[config.mk]
export PLATFORM = sky130hd
export DESIGN_NAME = nco_phase_bank
export DESIGN_NICKNAME = d
export VERILOG_FILES = /design/src/rtl/nco_pkg.sv /design/src/rtl/nco_reg_file.sv /design/src/rtl/nco_phase_bank.sv
export SDC_FILE = /design/constraint.sdc
export NUM_CORES = 1
export LEC_CHECK = 0
export BUFFER_PORTS_ARGS = -buffer_cell sky130_fd_sc_hd__buf_2
export CAP_MARGIN = 40
export CORE_MARGIN = 2
export CORE_UTILIZATION = 55
export DETAILED_ROUTE_END_ITERATION = 10
export PLACE_DENSITY = 0.81
export SLEW_MARGIN = 40
export SYNTH_ARGS = -nofsm -noshare
export SYNTH_HDL_FRONTEND = slang
export SYNTH_HIERARCHICAL = 1
export SYNTH_SLANG_ARGS = --single-unit
[constraint.sdc]
create_clock -name clk_i -period 5.2 [get_ports clk_i]
set_clock_uncertainty 0.15 [all_clocks]
set_input_delay 0.78 -clock clk_i [delete_from_list [all_inputs] [get_ports clk_i]]
set_output_delay 0.78 -clock clk_i [all_outputs]
set_load 0.01 [all_outputs]
[src/rtl/nco_pkg.sv]
// Shared widths and FSM state type for the NCO phase bank.
//   OWNER_W      - width of the channel/owner index
//   PHASE_W      - width of phase, accumulator, tuning word and offset
//   MAX_CHANNELS - storage depth; the active channel count is a top-level parameter
package nco_pkg;

  localparam int unsigned OWNER_W      = 4;
  localparam int unsigned PHASE_W      = 16;
  localparam int unsigned MAX_CHANNELS = 16;

  typedef enum logic {
    StIdle,
    StSweep
  } state_e;

endpackage

[src/rtl/nco_reg_file.sv]
// Per-channel storage for the NCO phase bank: tuning words, phase accumulators and,
// when NCO_PHASE_OFFSET_EN is defined, phase offsets.
// Ports:
//   clk_i, rst_ni      - clock, asynchronous active-low reset
//   rd_idx_i           - shared read index; also the accumulator write address
//   ftw_o/acc_o/off_o  - tuning word, accumulator and offset of channel rd_idx_i
//   acc_we_i           - write acc_wdata_i into the accumulator of channel rd_idx_i
//   acc_wdata_i        - accumulator write data
//   acc_clr_i          - zero every accumulator (tuning words and offsets untouched)
//   cfg_we_i           - write cfg_data_i as the tuning word of channel cfg_addr_i
//   cfg_off_we_i       - write cfg_data_i as the offset of channel cfg_addr_i
//   cfg_addr_i         - config target channel; addresses >= Channels are ignored
//   cfg_data_i         - config write data
// Macro NCO_PHASE_OFFSET_EN builds the offset array; otherwise off_o is zero.
module nco_reg_file
  import nco_pkg::*;
#(
  parameter int unsigned Channels = 8
) (
  input  logic               clk_i,
  input  logic               rst_ni,
  input  logic [OWNER_W-1:0] rd_idx_i,
  output logic [PHASE_W-1:0] ftw_o,
  output logic [PHASE_W-1:0] acc_o,
  output logic [PHASE_W-1:0] off_o,
  input  logic               acc_we_i,
  input  logic [PHASE_W-1:0] acc_wdata_i,
  input  logic               acc_clr_i,
  input  logic               cfg_we_i,
  input  logic               cfg_off_we_i,
  input  logic [OWNER_W-1:0] cfg_addr_i,
  input  logic [PHASE_W-1:0] cfg_data_i
);

  localparam logic [OWNER_W:0] ChanCnt = (OWNER_W + 1)'(Channels);

  logic               cfg_hit;
  logic [PHASE_W-1:0] ftw_q [MAX_CHANNELS];
  logic [PHASE_W-1:0] acc_q [MAX_CHANNELS];

  assign cfg_hit = ({1'b0, cfg_addr_i} < ChanCnt);

  always_ff @(posedge clk_i or negedge rst_ni) begin
    if (!rst_ni) begin
      for (int i = 0; i < MAX_CHANNELS; i++) ftw_q[i] <= '0;
    end else if (cfg_we_i && cfg_hit) begin
      ftw_q[cfg_addr_i] <= cfg_data_i;
    end
  end

  always_ff @(posedge clk_i or negedge rst_ni) begin
    if (!rst_ni) begin
      for (int i = 0; i < MAX_CHANNELS; i++) acc_q[i] <= '0;
    end else if (acc_clr_i) begin
      for (int i = 0; i < MAX_CHANNELS; i++) acc_q[i] <= '0;
    end else if (acc_we_i) begin
      acc_q[rd_idx_i] <= acc_wdata_i;
    end
  end

  // Reads see pre-write contents, so a same-cycle config write cannot affect this update.
  assign ftw_o = ftw_q[rd_idx_i];
  assign acc_o = acc_q[rd_idx_i];

`ifdef NCO_PHASE_OFFSET_EN
  logic [PHASE_W-1:0] off_q [MAX_CHANNELS];

  always_ff @(posedge clk_i or negedge rst_ni) begin
    if (!rst_ni) begin
      for (int i = 0; i < MAX_CHANNELS; i++) off_q[i] <= '0;
    end else if (cfg_off_we_i && cfg_hit) begin
      off_q[cfg_addr_i] <= cfg_data_i;
    end
  end

  assign off_o = off_q[rd_idx_i];
`else
  logic unused_off_we;
  assign unused_off_we = cfg_off_we_i;
  assign off_o         = '0;
`endif

endmodule

[src/rtl/nco_phase_bank.sv]
// Multi-channel NCO front end: on each tick, sweeps channels 0..CHANNELS-1 one per clock,
// emitting (owner, phase) and advancing each accumulator by its tuning word.
// Ports:
//   clk_i, rst_ni         - clock, asynchronous active-low reset
//   tick_i                - sample strobe; starts (or queues) a sweep
//   cfg_we_i              - write cfg_ftw_i as tuning word of channel cfg_addr_i
//   cfg_off_we_i          - write cfg_ftw_i as phase offset of channel cfg_addr_i
//   cfg_addr_i            - config target channel
//   cfg_ftw_i             - config data
//   cfg_sync_i            - zero accumulators, abort sweep, clear pending/overrun
//   out_valid_o           - owner_o/phase_o valid this cycle
//   owner_o, phase_o      - channel index and phase for the sine pipeline
//   busy_o                - sweep output in flight or a sweep pending
//   overrun_o             - sticky: a tick was dropped
// Macro NCO_PHASE_OFFSET_EN adds a per-channel offset to the emitted phase.
module nco_phase_bank
  import nco_pkg::*;
#(
  parameter int unsigned CHANNELS = 8
) (
  input  logic               clk_i,
  input  logic               rst_ni,
  input  logic               tick_i,
  input  logic               cfg_we_i,
  input  logic               cfg_off_we_i,
  input  logic [OWNER_W-1:0] cfg_addr_i,
  input  logic [PHASE_W-1:0] cfg_ftw_i,
  input  logic               cfg_sync_i,
  output logic               out_valid_o,
  output logic [OWNER_W-1:0] owner_o,
  output logic [PHASE_W-1:0] phase_o,
  output logic               busy_o,
  output logic               overrun_o
);

  localparam logic [OWNER_W-1:0] LastIdx = OWNER_W'(CHANNELS - 1);

  state_e             state_q, state_d;
  logic [OWNER_W-1:0] idx_q, idx_d;
  logic               pending_q, pending_d;
  logic               overrun_q, overrun_d;
  logic               valid_q, valid_d;
  logic [OWNER_W-1:0] owner_q, owner_d;
  logic [PHASE_W-1:0] phase_q, phase_d;
  logic               busy_q, busy_d;

  logic               emit;
  logic               acc_we;
  logic               acc_clr;
  logic [PHASE_W-1:0] ftw_rd, acc_rd, off_rd;

  nco_reg_file #(
    .Channels (CHANNELS)
  ) u_reg_file (
    .clk_i        (clk_i),
    .rst_ni       (rst_ni),
    .rd_idx_i     (idx_q),
    .ftw_o        (ftw_rd),
    .acc_o        (acc_rd),
    .off_o        (off_rd),
    .acc_we_i     (acc_we),
    .acc_wdata_i  (acc_rd + ftw_rd),
    .acc_clr_i    (acc_clr),
    .cfg_we_i     (cfg_we_i),
    .cfg_off_we_i (cfg_off_we_i),
    .cfg_addr_i   (cfg_addr_i),
    .cfg_data_i   (cfg_ftw_i)
  );

  always_comb begin
    state_d   = state_q;
    idx_d     = idx_q;
    pending_d = pending_q;
    overrun_d = overrun_q;
    valid_d   = 1'b0;
    owner_d   = owner_q;
    phase_d   = phase_q;
    emit      = 1'b0;
    acc_we    = 1'b0;
    acc_clr   = 1'b0;

    if (cfg_sync_i) begin
      // A coincident tick starts a fresh sweep next cycle from the zeroed accumulators.
      acc_clr   = 1'b1;
      pending_d = 1'b0;
      overrun_d = 1'b0;
      idx_d     = '0;
      state_d   = tick_i ? StSweep : StIdle;
    end else begin
      unique case (state_q)
        // Channel 0 is emitted in the tick cycle itself so output appears one cycle later.
        StIdle:  emit = tick_i;
        StSweep: begin
          emit = 1'b1;
          if (tick_i) begin
            if (pending_q) overrun_d = 1'b1;
            else           pending_d = 1'b1;
          end
        end
        default: ;
      endcase

      if (emit) begin
        valid_d = 1'b1;
        owner_d = idx_q;
        phase_d = acc_rd + off_rd;
        acc_we  = 1'b1;
        if (idx_q == LastIdx) begin
          idx_d = '0;
          // pending_d includes a tick arriving in this final cycle.
          if (pending_d) begin
            pending_d = 1'b0;
            state_d   = StSweep;
          end else begin
            state_d = StIdle;
          end
        end else begin
          idx_d   = idx_q + 1'b1;
          state_d = StSweep;
        end
      end
    end

    // Aligned with the output stage so busy covers every valid cycle of a sweep.
    busy_d = valid_d | pending_d | (state_d == StSweep);
  end

  always_ff @(posedge clk_i or negedge rst_ni) begin
    if (!rst_ni) begin
      state_q   <= StIdle;
      idx_q     <= '0;
      pending_q <= 1'b0;
      overrun_q <= 1'b0;
      valid_q   <= 1'b0;
      owner_q   <= '0;
      phase_q   <= '0;
      busy_q    <= 1'b0;
    end else begin
      state_q   <= state_d;
      idx_q     <= idx_d;
      pending_q <= pending_d;
      overrun_q <= overrun_d;
      valid_q   <= valid_d;
      owner_q   <= owner_d;
      phase_q   <= phase_d;
      busy_q    <= busy_d;
    end
  end

  assign out_valid_o = valid_q;
  assign owner_o     = owner_q;
  assign phase_o     = phase_q;
  assign busy_o      = busy_q;
  assign overrun_o   = overrun_q;

endmodule

==> impl_results.md <==
- Outcome: finished, final reports clean
- Critical path fanouts, max: 29
- Mapped cell area: 24790 sq um
- Initial DRC Count: 1755
- Post-Synthesis Cells: 1881
- Die Y: 216.3 microns
- Total I/O pin count: 49
- DRC: 0
- GPL Wtd Cong: 0.8606
- Pleak: 12.24 nW
- Setup repair bufs after CTS: 0
- Most used flip-flop cell after synthesis: dfrtp_1
- Initial antenna violation count: 0
- Finish-stage setup viols: 0
- Final wirelength: 59.88 mm
- Largest net degree at the start of global routing: 122
- Dpl ws: 351.8 ps
- Rows: 77
- Final worst setup slack: 303.0 ps
- Root Driver: clkbuf_16
- Worst vdd rail ir drop: 0.3157 mV
- Crit end category: flop
- Critical path type: reg2reg
- Drt first pass iters: 5
- Layout cell share with drive strength beyond 1: 0.2794
- Commonest non-fill, non-tap cell in the layout: dfrtp_1
- Fin. max-slew vios: 0
- Worst hold path type: reg2reg
- TNS Setup: 0 ps
- GR Overflow Total: 0
- Period utilization: 0.9417
- Cell variety after synth: 73
- PwrDens: 393.4 nW/um^2
- CTS HTree Levels: 2
- First-pass GRT wire length: 95.35 mm
- Diode count: 0
- Share of flip-flops with an asynchronous set or reset: 1.000
- Vias in the first global route: 16550
- # nets final: 1814
- Most frequent cells in the layout: dfrtp_1 (539), a22o_1 (224), mux4_2 (128), mux2_2 (128), nand2_1 (81)
- Core Area: 44320 sq um
- Via count: 15830
- Post-synthesis sequential area ratio: 0.5461
- Clock sinks: 541
- Initial core utilization: 0.5594
- Final hold viol count: 0
- Crit start category: flop
- Die Wd: 216.3 microns
- Total CTS buffers: 52
- EDFF count, synth: 0
- Dpl hpwl: 37.24 mm
- Routed Antenna Nets: 0
- DR WL/cell: 25.06 microns
- TritonCTS clock tree: done
- CP required: 5520 ps
- P&R area growth vs syn: 8.863%
- Total GRT Usage: 0.2611
- Clock Pin Slew Worst Setup and Hold Paths: 70 ps
- RSZ-0062 raised after global routing: no
- R2R Setup Slk: 300 ps
- FF+latch count, synth: 541
- Input/output buffers: 47
- Rel. slew slack: 0.3790
- Clk_lat worst skew: 600 ps
- Yosys warns: 6
- Max-cap viol count: 0
- Fmax: 204.2 MHz
- Vias per inst: 6.628
- CTS max path bufs: 3
- Fin crit period: 4897 ps
- Slew @ Worst Pin: 930.5 ps
- Worst EP arrival: 5220 ps
- Syn avg cell area: 13.18 sq um
- Area of the die: 46790 sq um
repair_timing:
| item | in CTS | in global routing |
|---|---|---|
| gates resized for setup | 0 | 1 |
| hold endpoints to repair | 47 | 0 |
| hold buffers | 1 | 0 |
| setup endpoints to repair | 0 | 16 |
cells by family after synthesis:
kind of cell / Yosys count / synth area share
buffers and inverters: 312 / 0.05930
AND/OR/NAND/NOR: 227 / 0.04704
other: 1 / 0.0001513
AO/OA/AOI/OAI: 491 / 0.1485
XOR/XNOR: 18 / 0.006359
flip-flops: 541 / 0.5461
multiplexers: 258 / 0.1752
adder cells (fa/ha/maj): 33 / 0.01726
power breakdown:
group          internal [mW]  switching, mW  total (mW)  leakage (nW)
Clock                   2.41           1.67        4.08         0.912
Combinational          0.771           1.05        1.82          4.04
Sequential              4.52          0.196        4.72          7.28
Total                   7.70           2.91        10.6          12.2
per-layer routing:
layer	track usage	share of wire	vias up
li1	-	-	6641
met1	0.3585	0.40	8199
met5	0	0	-
met3	0.05516	0.089	131
met4	0.08904	0.031	0
met2	0.4186	0.48	863
synth_stat cells, drive strengths merged, types with 8 or more instances:
| cell | number | area share |
|---|---|---|
| dfrtp | 541 | 0.55 |
| a22o | 224 | 0.079 |
| clkbuf | 179 | 0.027 |
| mux2 | 128 | 0.058 |
| mux4 | 128 | 0.12 |
| buf | 123 | 0.031 |
| nand2 | 83 | 0.013 |
| a21oi | 80 | 0.017 |
| o21ai | 66 | 0.013 |
| a22oi | 65 | 0.020 |
| nand3 | 44 | 0.0089 |
| ha | 31 | 0.016 |
| nor2 | 31 | 0.0048 |
| a21o | 15 | 0.0046 |
| and2 | 15 | 0.0038 |
| nor3 | 12 | 0.0032 |
| inv | 10 | 0.0015 |
| xnor2 | 10 | 0.0035 |
| xor2 | 8 | 0.0028 |
stage by stage:
| step | hold WS, ps | instance area [sq um] | std cells | utilization | power [mW] |
|---|---|---|---|---|---|
| after floorplan | 273.9 | 24850 | 1896 | - | 5.975 |
| after global placement | 209.7 | 25000 | 2291 | 0.5640 | 6.444 |
| after detailed placement | 212.2 | 25090 | 2292 | 0.5661 | 6.552 |
| after CTS | 226.7 | 26960 | 2389 | 0.6084 | 10.64 |
| after global routing | 232.4 | 26990 | 2389 | 0.6090 | 11.01 |
| final | 223.2 | 26990 | 2389 | 0.6090 | 10.62 |
critical path: stages, from the launching register on:
cell and delay [ps]:
dfrtp_4 730, buf_12 320, mux4_2 580, a22oi_1 420, nand2_1 290, ha_1 320
a2111oi_4 330, o21ai_1 180, a211oi_2 270, nor3_1 80, or3b_1 420, and2_1 380
a22o_1 300
registers in the layout, indices dropped and copies added, names as in the netlist:
signal and count:
out_valid_o 1, phase_o 16, u_reg_file/acc_q 256, idx_q 4, state_q 1, owner_o 4
u_reg_file/ftw_q 256, busy_o 1, pending_q 1, overrun_o 1
final timing paths:
kind                                      start                     to  depth (start not counted)
setup / recovery                       idx_q[0]   u_reg_file/acc_q[78]                         12
hold reg to reg            u_reg_file/ftw_q[90]   u_reg_file/ftw_q[90]                          0
setup reg to reg                       idx_q[0]   u_reg_file/acc_q[78]                         12
hold / removal             u_reg_file/ftw_q[90]   u_reg_file/ftw_q[90]                          0
max in group asynchronous                rst_ni  u_reg_file/ftw_q[131]                          4
min in group asynchronous                rst_ni            phase_o[14]                          2
layout make-up:
cell class	count	area (sq um)
inverter	10	37.54
tap	592	740.7
sequential	541	13550
fill	3254	17330
clock inverter	25	340.3
timing repair buffer	107	843.3
clock buffer	71	1524
multi-input combinational	1043	9956
Note: power is estimated with default switching activity, not from simulation.
